### src/rtl/wb_reg_pipe.sv
// Wishbone classic register slice: STAGES-cycle request delay, registered response, cycle-abort handling.
// Optional response watchdog (timeout -> m_err_o) is built when WB_REG_PIPE_TIMEOUT_EN is defined.
module wb_reg_pipe #(
  parameter int DATA_WIDTH   = 32,
  parameter int ADDR_WIDTH   = 32,
  parameter int SELECT_WIDTH = DATA_WIDTH/8,
  parameter int STAGES       = 1,
  parameter int TIMEOUT      = 1024
) (
  input  logic                    clk,
  input  logic                    rst,
  input  logic [ADDR_WIDTH-1:0]   m_adr_i,
  input  logic [DATA_WIDTH-1:0]   m_dat_i,
  output logic [DATA_WIDTH-1:0]   m_dat_o,
  input  logic                    m_we_i,
  input  logic [SELECT_WIDTH-1:0] m_sel_i,
  input  logic                    m_stb_i,
  output logic                    m_ack_o,
  output logic                    m_err_o,
  output logic                    m_rty_o,
  input  logic                    m_cyc_i,
  output logic [ADDR_WIDTH-1:0]   s_adr_o,
  input  logic [DATA_WIDTH-1:0]   s_dat_i,
  output logic [DATA_WIDTH-1:0]   s_dat_o,
  output logic                    s_we_o,
  output logic [SELECT_WIDTH-1:0] s_sel_o,
  output logic                    s_stb_o,
  input  logic                    s_ack_i,
  input  logic                    s_err_i,
  input  logic                    s_rty_i,
  output logic                    s_cyc_o
);

  localparam int DCW = (STAGES > 1) ? $clog2(STAGES) : 1;

  if (STAGES < 1 || STAGES > 8 || TIMEOUT < 2) begin : g_param_chk
    $error("wb_reg_pipe: STAGES must be 1..8 and TIMEOUT >= 2");
  end

  typedef enum logic [1:0] {
    ST_IDLE  = 2'd0,
    ST_DELAY = 2'd1,
    ST_WAIT  = 2'd2,
    ST_RESP  = 2'd3
  } state_t;

  state_t                  state, state_d;
  logic [DCW-1:0]          dly_cnt, dly_cnt_d;
  logic                    req_we, req_we_d;
  logic [DATA_WIDTH-1:0]   m_dat_d;
  logic                    m_ack_d, m_err_d, m_rty_d;
  logic [ADDR_WIDTH-1:0]   s_adr_d;
  logic [DATA_WIDTH-1:0]   s_dat_d;
  logic [SELECT_WIDTH-1:0] s_sel_d;
  logic                    s_we_d, s_stb_d, s_cyc_d;
  logic                    slv_resp;

`ifdef WB_REG_PIPE_TIMEOUT_EN
  localparam int TCW = $clog2(TIMEOUT + 1);
  logic [TCW-1:0]          to_cnt, to_cnt_d;
`endif

  assign slv_resp = s_ack_i | s_err_i | s_rty_i;

  always_comb begin
    state_d   = state;
    dly_cnt_d = dly_cnt;
    req_we_d  = req_we;
    m_dat_d   = m_dat_o;
    m_ack_d   = 1'b0;
    m_err_d   = 1'b0;
    m_rty_d   = 1'b0;
    s_adr_d   = s_adr_o;
    s_dat_d   = s_dat_o;
    s_sel_d   = s_sel_o;
    s_we_d    = s_we_o;
    s_stb_d   = s_stb_o;
    s_cyc_d   = s_cyc_o;
`ifdef WB_REG_PIPE_TIMEOUT_EN
    to_cnt_d  = to_cnt;
`endif

    case (state)
      ST_IDLE: begin
        if (!m_cyc_i) begin
          s_cyc_d = 1'b0;
        end else if (m_stb_i) begin
          s_adr_d  = m_adr_i;
          s_dat_d  = m_dat_i;
          s_sel_d  = m_sel_i;
          req_we_d = m_we_i;
          if (STAGES > 1) begin
            state_d   = ST_DELAY;
            dly_cnt_d = DCW'(STAGES - 1);
          end else begin
            state_d = ST_WAIT;
          end
        end
      end

      ST_DELAY: begin
        if (!m_cyc_i) begin
          state_d = ST_IDLE;
          s_stb_d = 1'b0;
          s_cyc_d = 1'b0;
          s_we_d  = 1'b0;
        end else begin
          dly_cnt_d = dly_cnt - DCW'(1);
          if (dly_cnt == DCW'(1)) begin
            state_d = ST_WAIT;
          end
        end
      end

      // First WAIT cycle launches the strobe; responses count only once it is up.
      ST_WAIT: begin
        if (!m_cyc_i) begin
          state_d = ST_IDLE;
          s_stb_d = 1'b0;
          s_cyc_d = 1'b0;
          s_we_d  = 1'b0;
        end else if (!s_stb_o) begin
          s_stb_d = 1'b1;
          s_cyc_d = 1'b1;
          s_we_d  = req_we;
`ifdef WB_REG_PIPE_TIMEOUT_EN
          to_cnt_d = '0;
`endif
        end else if (slv_resp) begin
          state_d = ST_RESP;
          s_stb_d = 1'b0;
          s_we_d  = 1'b0;
          m_dat_d = s_dat_i;
          m_ack_d = s_ack_i;
          m_err_d = s_err_i;
          m_rty_d = s_rty_i;
        end
`ifdef WB_REG_PIPE_TIMEOUT_EN
        else if (to_cnt == TCW'(TIMEOUT - 1)) begin
          state_d = ST_RESP;
          s_stb_d = 1'b0;
          s_cyc_d = 1'b0;
          s_we_d  = 1'b0;
          m_dat_d = '0;
          m_err_d = 1'b1;
        end else begin
          to_cnt_d = to_cnt + TCW'(1);
        end
`endif
      end

      ST_RESP: begin
        state_d = ST_IDLE;
        m_dat_d = '0;
        if (!m_cyc_i) begin
          s_cyc_d = 1'b0;
        end
      end

      default: begin
        state_d = ST_IDLE;
      end
    endcase
  end

  always_ff @(posedge clk) begin
    if (rst) begin
      state   <= ST_IDLE;
      dly_cnt <= '0;
      req_we  <= 1'b0;
      m_dat_o <= '0;
      m_ack_o <= 1'b0;
      m_err_o <= 1'b0;
      m_rty_o <= 1'b0;
      s_adr_o <= '0;
      s_dat_o <= '0;
      s_sel_o <= '0;
      s_we_o  <= 1'b0;
      s_stb_o <= 1'b0;
      s_cyc_o <= 1'b0;
`ifdef WB_REG_PIPE_TIMEOUT_EN
      to_cnt  <= '0;
`endif
    end else begin
      state   <= state_d;
      dly_cnt <= dly_cnt_d;
      req_we  <= req_we_d;
      m_dat_o <= m_dat_d;
      m_ack_o <= m_ack_d;
      m_err_o <= m_err_d;
      m_rty_o <= m_rty_d;
      s_adr_o <= s_adr_d;
      s_dat_o <= s_dat_d;
      s_sel_o <= s_sel_d;
      s_we_o  <= s_we_d;
      s_stb_o <= s_stb_d;
      s_cyc_o <= s_cyc_d;
`ifdef WB_REG_PIPE_TIMEOUT_EN
      to_cnt  <= to_cnt_d;
`endif
    end
  end

endmodule
### config.mk
export PLATFORM = sky130hd
export DESIGN_NAME = wb_reg_pipe
export DESIGN_NICKNAME = d
export VERILOG_FILES = /design/src/rtl/wb_reg_pipe.sv
export SDC_FILE = /design/constraint.sdc
export NUM_CORES = 1
export LEC_CHECK = 0
export BUFFER_PORTS_ARGS = -buffer_cell sky130_fd_sc_hd__buf_4
export CAP_MARGIN = 20
export CELL_PAD_IN_SITES_DETAIL_PLACEMENT = 2
export CELL_PAD_IN_SITES_GLOBAL_PLACEMENT = 2
export CORE_MARGIN = 2
export CORE_UTILIZATION = 26
export DETAILED_ROUTE_END_ITERATION = 8
export PLACE_DENSITY = 0.89
export SLEW_MARGIN = 20
export SYNTH_ARGS = -nofsm -noshare
export SYNTH_HDL_FRONTEND = slang
export SYNTH_SLANG_ARGS = --single-unit
### constraint.sdc
create_clock -name clk -period 4 [get_ports clk]
set_input_delay 0.6 -clock clk [delete_from_list [all_inputs] [get_ports clk]]
set_output_delay 0.6 -clock clk [all_outputs]
set_load 0.01 [all_outputs]
==> key figures <==
Status
  • Outcome: finished clean

Clocking
  • CTS H-tree depth: 3
  • Clk buf depth: 2
  • Root Driver: clkbuf_16
  • Clock slew at reported path FFs: 0.07 ns
  • Postcts setup bufs: 0
  • CTS Buf Count: 9
  • Hold_buf cts: 0
  • Clock latency at the later pin of the worst-skew pair: between 0.3 and 0.4 ns
  • Sinks on Clock Net: 110
  • CTS tree: built
  • CTS resizes: 0

Hold path
  • Hold Path Class: flop to flop
  • Min-Delay Startpoint: s_adr_o[9]$_SDFFE_PP0P_

Logic synthesis
  • Synthesized area: 0.00413 sq mm
  • Ys Warns: 0
  • Area contributors post-synth: dfxtp_1 53%, nand2_1 17%, a21oi_1 8.6%, mux2i_1 7.8%, nand2b_1 3.2%
  • Post-synthesis sequential area ratio: about 53%
  • Cells after Synth: 482
  • Syn avg cell area: between 8 and 9 sq um
  • Cell accounting for the most synthesized area: dfxtp_1
  • Mapped Nets: between 500 and 600
  • FF+latch count, synth: 110
  • Number of library cell types mapped by synthesis: 30
  • Share of the synthesized area in the top cell type: a little over half

Worst setup path
  • Critical path class: flop to flop
  • Nature of the critical path startpoint: flop
  • Crit path cell chain: and4bb_2, buf_4, nand2_1, a21oi_1
  • Reg2Reg Launch Point: state[1]$_SDFFE_PP0P_
  • CP max stage cell: and4bb_2
  • Critical Path Fanout Max: 46
  • Worst path bufs/invs: 1
  • Worst EP required: 4.27 ns
  • CP Launch Point: state[1]$_SDFFE_PP0P_
  • Worst Path Arrival: 2.41 ns
  • CP endpoint kind: flop
  • CP peak stage delay: 0.74 ns
  • CP delay by family, top: simple AND/OR/NAND/NOR gates

Drt
  • DRT iter0 DRCs: 94
  • Drt drc: 0
  • Post-Route WL: approximately 15000 um
  • Via count: 4023
  • Vias per cell: 4.50
  • Pre-antenna DRT Iters: 3
  • Routed WL per cell: between 15 and 20 um
  • ANT nets after route: 0

Layout
  • Post-Layout Cell Count: ~890
  • Layout cell share with drive strength beyond 1: 35.1%
  • Antenna Cells: 0
  • Fill cells: 1769
  • Area Growth Syn to Fin: 49.7%
  • Area of the multi-input gates: about 0.0017 sq mm
  • Seq. cell area: 0.00220 sq mm
  • Nets: 781

STA
  • Fin Clk Skew: roughly 0.0050 ns
  • Final Setup Violations: 0
  • Achievable Freq: 468 MHz
  • Final hold vios: 0
  • Final number of max-transition violations: 0
  • Slew Limit Headroom: 35.5%
  • Final TNS setup: 0 ns
  • Final period util: 53.4%
  • Post-route minimum period: between 2 and 2.5 ns
  • RSZ-0062 raised after global routing: false
  • Final worst slack: 1.86 ns
  • Tightest Pin Transition: ~0.97 ns

Place
  • Post-placement cell count: 876
  • Place WS: around 1.5 ns
  • Routability cong.: 0.736
  • PortBufs: 213
  • DPL Wire Length: 10600 um

Power and ir drop
  • Leakage: 2.89 nW
  • Max VDD drop: 0.000174 V
  • Power density over the cells: 386 mW/mm^2

Job
  • Maxcap violations: 0

Die
  • Starting Density: 26.3%
  • Row cnt: 46
  • Die width: 130 um
  • I/O pins: 214
  • Core Region: roughly 0.016 sq mm
  • Full die area: ~0.017 sq mm
  • Die height: about 130 um

GRT
  • Global Route Usage Sum: 17.1%
  • Largest net degree at the start of global routing: between 90 and 100
  • First-pass GRT wire length: approximately 23000 um
  • Initial antenna violation count: 0
  • Vias in the first global route: 4379
  • Grt ovf: 0
==> worst paths after layout <==
kind	slack, ns	to	depth (start not counted)
setup reg to reg	1.86	s_adr_o[10]$_SDFFE_PP0P_	4
hold reg to reg	0.46	s_adr_o[9]$_SDFFE_PP0P_	2
hold / removal	0.46	s_adr_o[9]$_SDFFE_PP0P_	2
setup / recovery	1.86	s_adr_o[10]$_SDFFE_PP0P_	4
==> worst reg2reg max path, delay by kind of cell (launching register included) <==
kind                   cells  cell delay (ns)
buffers and inverters      1             0.53
AOI/OAI and AO/OA          1             0.14
and+or+nand+nor            2             0.92
DFF                        1             0.47
==> through the flow <==
stage          hold WS [ns]  util (%)  cell area (sq um)  power [W]
6_report              0.460      39.3               6180    0.00239
5_1_grt               0.478      39.3               6180    0.00250
4_1_cts               0.448      39.0               6130    0.00242
3_5_place_dp          0.450      37.0               5810    0.00145
3_3_place_gp          0.443      37.0               5810    0.00144
2_1_floorplan         0.436         -               4130    0.00128
==> synth_stat cells (all sizes together) <==
library cell	instances
a311o	1
buf	16
nand2	183
mux2i	32
a21oi	72
dfxtp	110
or3b	2
or2b	1
inv	3
nand3b	3
o32a	1
and4bb	1
o22ai	1
a31oi	1
nand4bb	1
nand2b	21
nor3	1
nor4	1
clkbuf	20
nor2	4
a2111oi	1
o21ai	1
xor2	1
and2	3
and4b	1
==> logic make-up after synthesis <==
kind of cell / count (synthesis) / share of synthesized area [%]
simple gates: 222 / 23.2
flops: 110 / 53.3
compound gates: 78 / 9.97
buf+inv: 39 / 5.55
mux: 32 / 7.76
xor+xnor: 1 / 0.212
==> flip-flops by register name, indices dropped and copies added, names as in the netlist <==
| register | cells |
|---|---|
| req_we | 1 |
| s_sel_o | 4 |
| s_dat_o | 32 |
| s_we_o | 1 |
| m_ack_o | 1 |
| m_dat_o | 32 |
| s_adr_o | 32 |
| dly_cnt | 1 |
| state | 2 |
| s_cyc_o | 1 |
| m_err_o | 1 |
| s_stb_o | 1 |
| m_rty_o | 1 |
==> power by group <==
group | internal, W | switching [W]
Clock | 0.000540 | 0.000418
Combinational | 0.000144 | 0.000133
Sequential | 0.00113 | 0.0000225
Total | 0.00181 | 0.000574
==> cells in the final DEF, fill, tap and decap left out, types with 2 or more instances in the layout <==
cell / synthesis / routed
nand2_1: 183 / 183
a21oi_1: 71 / 71
clkbuf_16: 0 / 9
buf_4: 2 / 214
nand2b_1: 21 / 21
inv_1: 3 / 3
and2_1: 3 / 3
clkbuf_8: 0 / 3
dfxtp_1: 110 / 110
mux2i_1: 32 / 32
nor2_1: 4 / 4
nand3b_1: 2 / 2
==> layout make-up <==
class                      count  area share, %
sequential                   110           35.6
timing repair buffer         216           26.8
clock buffer                  12           4.31
clock inverter                 4          0.850
inverter                       3          0.182
multi-input combinational    333           27.9
tap                          216           4.37
==> layer usage <==
metal	vias to the layer above	global-route usage [%]	routed length, um	part of all wire (%)
met5	-	0	0	0
met4	0	6.64	212	1.4
met3	13	6.07	1300	8.8
met2	149	30.2	7300	50
met1	1922	18.9	5920	40
li1	1939	-	-	-
No activity file was read; power rests on OpenSTA's default activity.
